==> config.mk <==
export PLATFORM = sky130hd
export DESIGN_NAME = apb_master_bridge_flat
export DESIGN_NICKNAME = d
export VERILOG_FILES = /design/src/rtl/apb_master_bridge_if.sv /design/src/rtl/apb_master_bridge.sv /design/src/flat_wrapper.sv
export SDC_FILE = /design/constraint.sdc
export NUM_CORES = 1
export LEC_CHECK = 0
export ABC_AREA = 1
export CORE_MARGIN = 3
export CORE_UTILIZATION = 35
export CTS_CLUSTER_SIZE = 16
export DETAILED_ROUTE_END_ITERATION = 8
export HOLD_SLACK_MARGIN = 0.06
export PLACE_DENSITY = 0.7
export SETUP_SLACK_MARGIN = 0.15
export SLEW_MARGIN = 30
export SYNTH_ARGS = -nofsm -noshare
export SYNTH_HDL_FRONTEND = slang
export SYNTH_SLANG_ARGS = --single-unit
==> constraint.sdc <==
create_clock -name PCLK -period 4.6 [get_ports PCLK]
set_input_delay 0.92 -clock PCLK [delete_from_list [all_inputs] [get_ports PCLK]]
set_output_delay 0.92 -clock PCLK [all_outputs]
set_load 0.1 [all_outputs]
==> src/rtl/apb_master_bridge_if.sv <==
// apb_master_bridge_if: local command port and APB bus signals of the bridge
interface apb_master_bridge_if #(
  parameter int NUM_SLV = 4
);
  logic                   req;
  logic                   write;
  logic [31:0]            addr;
  logic [31:0]            wdata;
  logic                   ready;
  logic                   done;
  logic                   err;
  logic [31:0]            rdata;
  logic [31:0]            PADDR;
  logic [31:0]            PWDATA;
  logic                   PWRITE;
  logic [NUM_SLV-1:0]     PSEL;
  logic                   PENABLE;
  logic [32*NUM_SLV-1:0]  PRDATA;
  logic [NUM_SLV-1:0]     PREADY;
  modport master (
    input  req, write, addr, wdata, PRDATA, PREADY,
    output ready, done, err, rdata, PADDR, PWDATA, PWRITE, PSEL, PENABLE
  );
  modport slave (
    output req, write, addr, wdata, PRDATA, PREADY,
    input  ready, done, err, rdata, PADDR, PWDATA, PWRITE, PSEL, PENABLE
  );
endinterface

==> src/rtl/apb_master_bridge.sv <==
// apb_master_bridge: single-word command to APB SETUP/ACCESS initiator with decode and timeout abort
module apb_master_bridge #(
  parameter int NUM_SLV     = 4,
  parameter int SEL_LSB     = 12,
  parameter int TIMEOUT_CYC = 4_000_000
) (
  input  logic PCLK,
  input  logic PRESET,
  apb_master_bridge_if.master bus
);
  localparam int CW = TIMEOUT_CYC > 0 ? $clog2(TIMEOUT_CYC + 1) : 1;
  typedef enum logic [1:0] {IDLE, SETUP, ACCESS} state_t;
  state_t        state;
  logic [3:0]    idx;
  logic [3:0]    req_idx;
  logic [CW-1:0] cnt;
  logic [15:0]   pready_x;
  logic [31:0]   prd [16];
  assign req_idx  = bus.addr[SEL_LSB+3:SEL_LSB];
  assign pready_x = 16'(bus.PREADY);
  assign bus.ready = state == IDLE;
  for (genvar i = 0; i < 16; i++) begin : g_prd
    if (i < NUM_SLV) begin : g_on
      assign prd[i] = bus.PRDATA[32*i +: 32];
    end else begin : g_off
      assign prd[i] = '0;
    end
  end
  // transfer sequencing with registered bus outputs and completion pulses
  always_ff @(posedge PCLK) begin
    if (!PRESET) begin
      state       <= IDLE;
      idx         <= '0;
      cnt         <= '0;
      bus.PSEL    <= '0;
      bus.PENABLE <= 1'b0;
      bus.PWRITE  <= 1'b0;
      bus.PADDR   <= '0;
      bus.PWDATA  <= '0;
      bus.rdata   <= '0;
      bus.done    <= 1'b0;
      bus.err     <= 1'b0;
    end else begin
      bus.done <= 1'b0;
      bus.err  <= 1'b0;
      case (state)
        IDLE: begin
          if (bus.req) begin
            if (32'(req_idx) < NUM_SLV) begin
              idx        <= req_idx;
              bus.PADDR  <= bus.addr;
              bus.PWDATA <= bus.wdata;
              bus.PWRITE <= bus.write;
              bus.PSEL   <= NUM_SLV'(1) << req_idx;
              state      <= SETUP;
            end else begin
              bus.done <= 1'b1;
              bus.err  <= 1'b1;
            end
          end
        end
        SETUP: begin
          bus.PENABLE <= 1'b1;
          cnt         <= '0;
          state       <= ACCESS;
        end
        ACCESS: begin
          if (pready_x[idx]) begin
            if (!bus.PWRITE) bus.rdata <= prd[idx];
            bus.PSEL    <= '0;
            bus.PENABLE <= 1'b0;
            bus.done    <= 1'b1;
            state       <= IDLE;
          end else if (TIMEOUT_CYC != 0 && cnt == CW'(TIMEOUT_CYC)) begin
            bus.PSEL    <= '0;
            bus.PENABLE <= 1'b0;
            bus.done    <= 1'b1;
            bus.err     <= 1'b1;
            state       <= IDLE;
          end else begin
            cnt <= cnt + CW'(1);
          end
        end
        default: state <= IDLE;
      endcase
    end
  end
endmodule

==> src/flat_wrapper.sv <==
// flat-port wrapper written by rule: the top's interface ports become plain ports
module apb_master_bridge_flat 
#(
  parameter int NUM_SLV     = 4,
  parameter int SEL_LSB     = 12,
  parameter int TIMEOUT_CYC = 4_000_000
)
  (PCLK, PRESET, bus_req, bus_write, bus_addr, bus_wdata, bus_PRDATA, bus_PREADY, bus_ready, bus_done, bus_err, bus_rdata, bus_PADDR, bus_PWDATA, bus_PWRITE, bus_PSEL, bus_PENABLE);
  apb_master_bridge_if #(.NUM_SLV(NUM_SLV)) bus_i ();
  input  logic PCLK;
  input  logic PRESET;
  input wire logic [$bits(bus_i.req)-1:0] bus_req;
  input wire logic [$bits(bus_i.write)-1:0] bus_write;
  input wire logic [$bits(bus_i.addr)-1:0] bus_addr;
  input wire logic [$bits(bus_i.wdata)-1:0] bus_wdata;
  input wire logic [$bits(bus_i.PRDATA)-1:0] bus_PRDATA;
  input wire logic [$bits(bus_i.PREADY)-1:0] bus_PREADY;
  output wire logic [$bits(bus_i.ready)-1:0] bus_ready;
  output wire logic [$bits(bus_i.done)-1:0] bus_done;
  output wire logic [$bits(bus_i.err)-1:0] bus_err;
  output wire logic [$bits(bus_i.rdata)-1:0] bus_rdata;
  output wire logic [$bits(bus_i.PADDR)-1:0] bus_PADDR;
  output wire logic [$bits(bus_i.PWDATA)-1:0] bus_PWDATA;
  output wire logic [$bits(bus_i.PWRITE)-1:0] bus_PWRITE;
  output wire logic [$bits(bus_i.PSEL)-1:0] bus_PSEL;
  output wire logic [$bits(bus_i.PENABLE)-1:0] bus_PENABLE;
  assign bus_i.req = bus_req;
  assign bus_i.write = bus_write;
  assign bus_i.addr = bus_addr;
  assign bus_i.wdata = bus_wdata;
  assign bus_i.PRDATA = bus_PRDATA;
  assign bus_i.PREADY = bus_PREADY;
  assign bus_ready = bus_i.ready;
  assign bus_done = bus_i.done;
  assign bus_err = bus_i.err;
  assign bus_rdata = bus_i.rdata;
  assign bus_PADDR = bus_i.PADDR;
  assign bus_PWDATA = bus_i.PWDATA;
  assign bus_PWRITE = bus_i.PWRITE;
  assign bus_PSEL = bus_i.PSEL;
  assign bus_PENABLE = bus_i.PENABLE;
  apb_master_bridge #(.NUM_SLV(NUM_SLV), .SEL_LSB(SEL_LSB), .TIMEOUT_CYC(TIMEOUT_CYC)) u_core (.PCLK(PCLK), .PRESET(PRESET), .bus(bus_i));
endmodule
Yosys cells after proc, flatten, opt, wreduce, memory -nomap -nowiden
Index checks and enable logic that the tools add are counted.

Register bits after elaboration: 132. Input port bits: 200. Output and inout bits: 105. Logic and storage cells: 63.

Add/sub/neg operators: 1. Magnitude comparators: 3. Eq/ne operators: 8. Shift-type cells: 1. Muxes and demuxes: 28. Bitwise gates (word level): 2. Reduce and logical (&&, ||, !) cells: 9.

Operator list (count): $bmux 32 s4 (1); $mux 32 (2); $mux 22 (2); $pmux 22 s2 (1); $add 22x1->22 const B (1); $eq 22x22->1 const B (1); $mux 4 (4); $reduce_and 3->1 (4); $mux 1 (8); $mux 2 (4); $pmux 4 s2 (1); $ne 2x2->1 const B (3); $pmux 1 s2 (3); $pmux 2 s3 (1); $ge 5x5->1 const B (1); $lt 4x5->1 const B (1); $not 4->5 (1); $bmux 1 s4 (1); $lt 4x3->1 const B (1); $reduce_and 4->1 (1); $reduce_bool 2->1 (2); $shl 1x4->4 const A (1); $ne 3x1->1 const B (1); $eq 2x1->1 const B (1); other kinds (5) (5).

Logic depth before layout (Yosys ltp)
Depth in word-level cells: 4. Mapped depth: 12. Mapped depth without buffers: 12.

Least setup slack after synthesis
Ideal clock, no wire load.

Path type: register -> register. Start point: register u_core.state[0]. End point: register u_core.bus.PWDATA[0]. Library setup time: 67 ps. Arrival time: 2202 ps. Required time: 4533 ps. Path slack: 2331 ps. Cell stages (with the launch flop): 9. Buffers on the path: 2. Period minus slack after synthesis: 2269 ps. Path through: dfxtp_1 -> inv_1 -> ha_1 -> inv_1 -> nor2_1 -> buf_2 -> clkbuf_1 -> o21ai_0 -> nor2_1.

Word-level cells in the longest chain between the ends: 2.

Ends and longest elaborated chain: from (decl) (line apb_master_bridge.sv:13) `state_t state;`; from (signal assigned) (line apb_master_bridge.sv:32) `state <= IDLE;`; from (signal assigned) (line apb_master_bridge.sv:55) `state <= SETUP;`; from (signal assigned) (line apb_master_bridge.sv:65) `state <= ACCESS;`; $logic_not 2->1; named net bus_ready (line flat_wrapper.sv:18) `output wire logic [$bits(bus_i.ready)-1:0] bus_ready;`; $reduce_and 3->1 (no line); to (signal assigned) (line apb_master_bridge.sv:52) `bus.PWDATA <= bus.wdata;`; to (decl) (line apb_master_bridge_if.sv:22) `output ready, done, err, rdata, PADDR, PWDATA, PWRITE, PSEL, PENABLE`.

The timed path passes the listed nets, and every way through them passes these cells. A chain may end at the register's enable or synchronous reset.

==> metrics <==
TritonCTS buffer count 17; Detail Route Antenna Nets 0; Reg clk slew, reported paths about 60 ps; Worst Max-Slew Pin Slew 1040 ps; first-pass GRT wire length 36.6 mm; cell family with most CP delay buffers and inverters; root buffer cell clkbuf_16; Worst setup EP type flop; Die Width 142 µm; CP startpoint kind flop; clk sinks 128; gr ovfl total 0; Nets about 1.4k; Crit Reg-Reg Endpoint u_core.bus.rdata[24]; crit share post-route 69.9%; Synth Area per Inst 6.66 µm²; pins over their slew limit 0; Ys Warns 0; Post-Layout Cell Count 1476; hold buffers post-CTS 0; CP Buf/Inv Count 2; Cells after DPL 1443; GR Util met1 27.7%; Synth-to-Final Area Change 57.8%; WP data required about 4900 ps; R2R cell count 8; number of global-route vias before repair 6878; DP HPWL 17.2 mm; Slew headroom 30.7%; Die Y roughly 140 µm; total track usage 22.9%; Initial Util 36.4%; clock skew approximately 9.7 ps; grt peak-use layer met2; met2 Track Usage GR between 30 and 40%; worst path arrival time 3550 ps; Hold WC Path Type reg -> reg; critical path's slowest cell clkinv_2; DRC 0; Final TNS setup 0 ps; Critical R2R Launch u_core.bus.PADDR[12]; DRT Pass-1 Iters 5; syn_nets 1170; largest net degree at the start of global routing 67; cell with the most instances after synthesis nor2_1; row cnt 48; Synth top cells by count nor2_1, dfxtp_1, nand2_1; post-CTS setup buffers 0; met3 GRT Util approximately 8.6%; PD cells 330 nW/µm²; full die area 20000 µm²; sequential share of the synthesized area 39.8%; Synth area leader dfxtp_1; min Tclk post-route 3220 ps; most used cell, CP clkinv_2; count of cell types in the netlist 33; Hold Path Origin u_core.bus.rdata[29]; synthesis-stage register bit count 128; Hold Fails Final Rpt 0; Crit path depth 8; outcome finished clean; Final Setup Violations 0; Mapped Area 6430 µm²; area share of the largest cell type after synthesis approximately 40%; Max Fclk approximately 310 MHz; # port buffers 304; EDFF count, synth 0; total leakage power 3.92 nW; post-DR wirelength/cell around 16 µm; cells along the critical path clkinv_2, nand2_2, nand3_2, nand2_4, nand4_4, clkinv_2, nand3_1, a21oi_1; largest cells by area after synthesis dfxtp_1, nor2_1, o21ai_0; Top FF cell, synth dfxtp_1; CTS tree built; drt total wl 23.9 mm; CTS H-tree depth 4; Setup Crit Path Kind reg -> reg; IO Pins 305; CP peak stage delay slightly above 700 ps; Hold EP u_core.bus.rdata[29]; peak supply drop between 0.0002 and 0.00025 V; fillcell total 1668; Skew-Pair Late Insertion Delay 420 ps; hold depth 2; routability cong. 0.889; clock buffer depth 2; via count approximately 7.4k; Syn Inst Count just under 1k; initial antenna violation count 1; critical path peak fanout 66; max cap viols 0; Vias/cell 5.01; RSZ-0062 raised after global routing false; R2R Setup Slk 1380 ps; DRT iter0 DRCs between 200 and 300; total core area roughly 18000 µm²; layout cells sized above 1 under 10%; post-CTS sizing 0; async set-reset flop share out of synthesis 0%
==> sequential cells by signal, summed over array words and instances, names as in the netlist <==
name                cells
u_core.bus.PSEL         4
u_core.cnt             22
u_core.bus.done         1
u_core.bus.err          1
u_core.bus.PADDR       32
u_core.bus.rdata       32
u_core.state            2
u_core.bus.PWRITE       1
u_core.bus.PENABLE      1
u_core.bus.PWDATA      32
==> cell usage in the layout (no fill, tap or decap), types with 2 or more instances in the layout <==
cell type and instances:
clkdlybuf4s50_1 293, clkinv_4 4, clkbuf_16 17, bufinv_16 4, xnor2_1 2, clkinv_1 2, nand2_4 2, xor2_1 2
clkinv_2 3, nor2_1 248, nor2_2 3, buf_2 10, a21oi_2 10, a21oi_1 44, o22ai_1 32, nand2_2 2
clkbuf_1 2, dfxtp_1 127, nand2_1 123, o21ai_1 27, inv_1 61, nand3_2 14, buf_4 9, ha_1 5
nand3_1 50, clkinvlp_4 2, nand4_1 18, o21ai_0 119, inv_2 4
==> tightest hold or removal path: cells and delay by family (launching register included) <==
family	cells	cell delay [ps]
AO/OA/AOI/OAI	1	50
buffers and inverters	1	40
flip-flops	1	300
==> per-layer routing <==
| layer | wire (µm) | vias to the layer above |
|---|---|---|
| met3 | 2290 | 28 |
| met1 | 10100 | 3352 |
| met4 | 459 | 0 |
| met5 | 0 | - |
| li1 | - | 3718 |
| met2 | 11000 | 294 |
==> metrics by stage <==
stage / cell area, µm² / util (%) / total power (W) / worst slack (ps) / hold slack (ps)
4_1_cts: 10200 / 57.6 / 0.00338 / 1400 / 443
3_5_place_dp: 9540 / 54.0 / 0.00193 / 1480 / 434
3_3_place_gp: 9570 / 54.2 / 0.00193 / 1550 / 430
2_1_floorplan: 6430 / - / 0.00163 / 2330 / 456
6_report: 10100 / 57.5 / 0.00335 / 1380 / 442
5_1_grt: 10100 / 57.5 / 0.00348 / 1080 / 461
==> power breakdown <==
group	internal (W)	leakage, nW	switching [W]
Combinational	0.000266	2.58	0.000465
Sequential	0.00115	1.04	0.0000240
Clock	0.000925	0.301	0.000522
==> area by class of cell <==
| cell class | count | area, µm² | share of cell area (%) |
|---|---|---|---|
| repair buffers | 313 | 3060 | 30.1 |
| diodes | 1 | 2.50 | 0.0247 |
| inverters | 69 | 262 | 2.58 |
| multi-input cells | 708 | 3350 | 33.0 |
| well taps | 225 | 282 | 2.77 |
| flip-flops and latches | 128 | 2560 | 25.3 |
| clock buffers | 20 | 447 | 4.40 |
| clock inverters | 12 | 184 | 1.81 |
==> cell families (layout without fill, tap and decap cells) <==
logic type / after synthesis / count (layout) / synth area share [%]
simple gates: 465 / 465 / 31.0
buf+inv: 129 / 414 / 8.15
flops: 128 / 128 / 39.8
fa+ha+maj: 5 / 5 / 0.973
compound gates: 234 / 234 / 19.5
other cells: 0 / 1 / 0
xor+xnor: 4 / 4 / 0.545
==> how the worst max path moves through the flow <==
stage	start	end	slack [ps]
after floorplan	u_core.state[0]	u_core.bus.PWDATA[0]	2330
after global routing	u_core.bus.PADDR[12]	u_core.bus.rdata[24]	1080
final	u_core.bus.PADDR[12]	u_core.bus.rdata[24]	1380
after CTS	u_core.bus.PADDR[12]	bus_PADDR[12]	1400
after detailed placement	bus_PREADY[2]	u_core.bus.rdata[2]	1480
after global placement	bus_PREADY[2]	u_core.bus.rdata[27]	1550
Note: power is estimated with default switching activity, not from simulation.
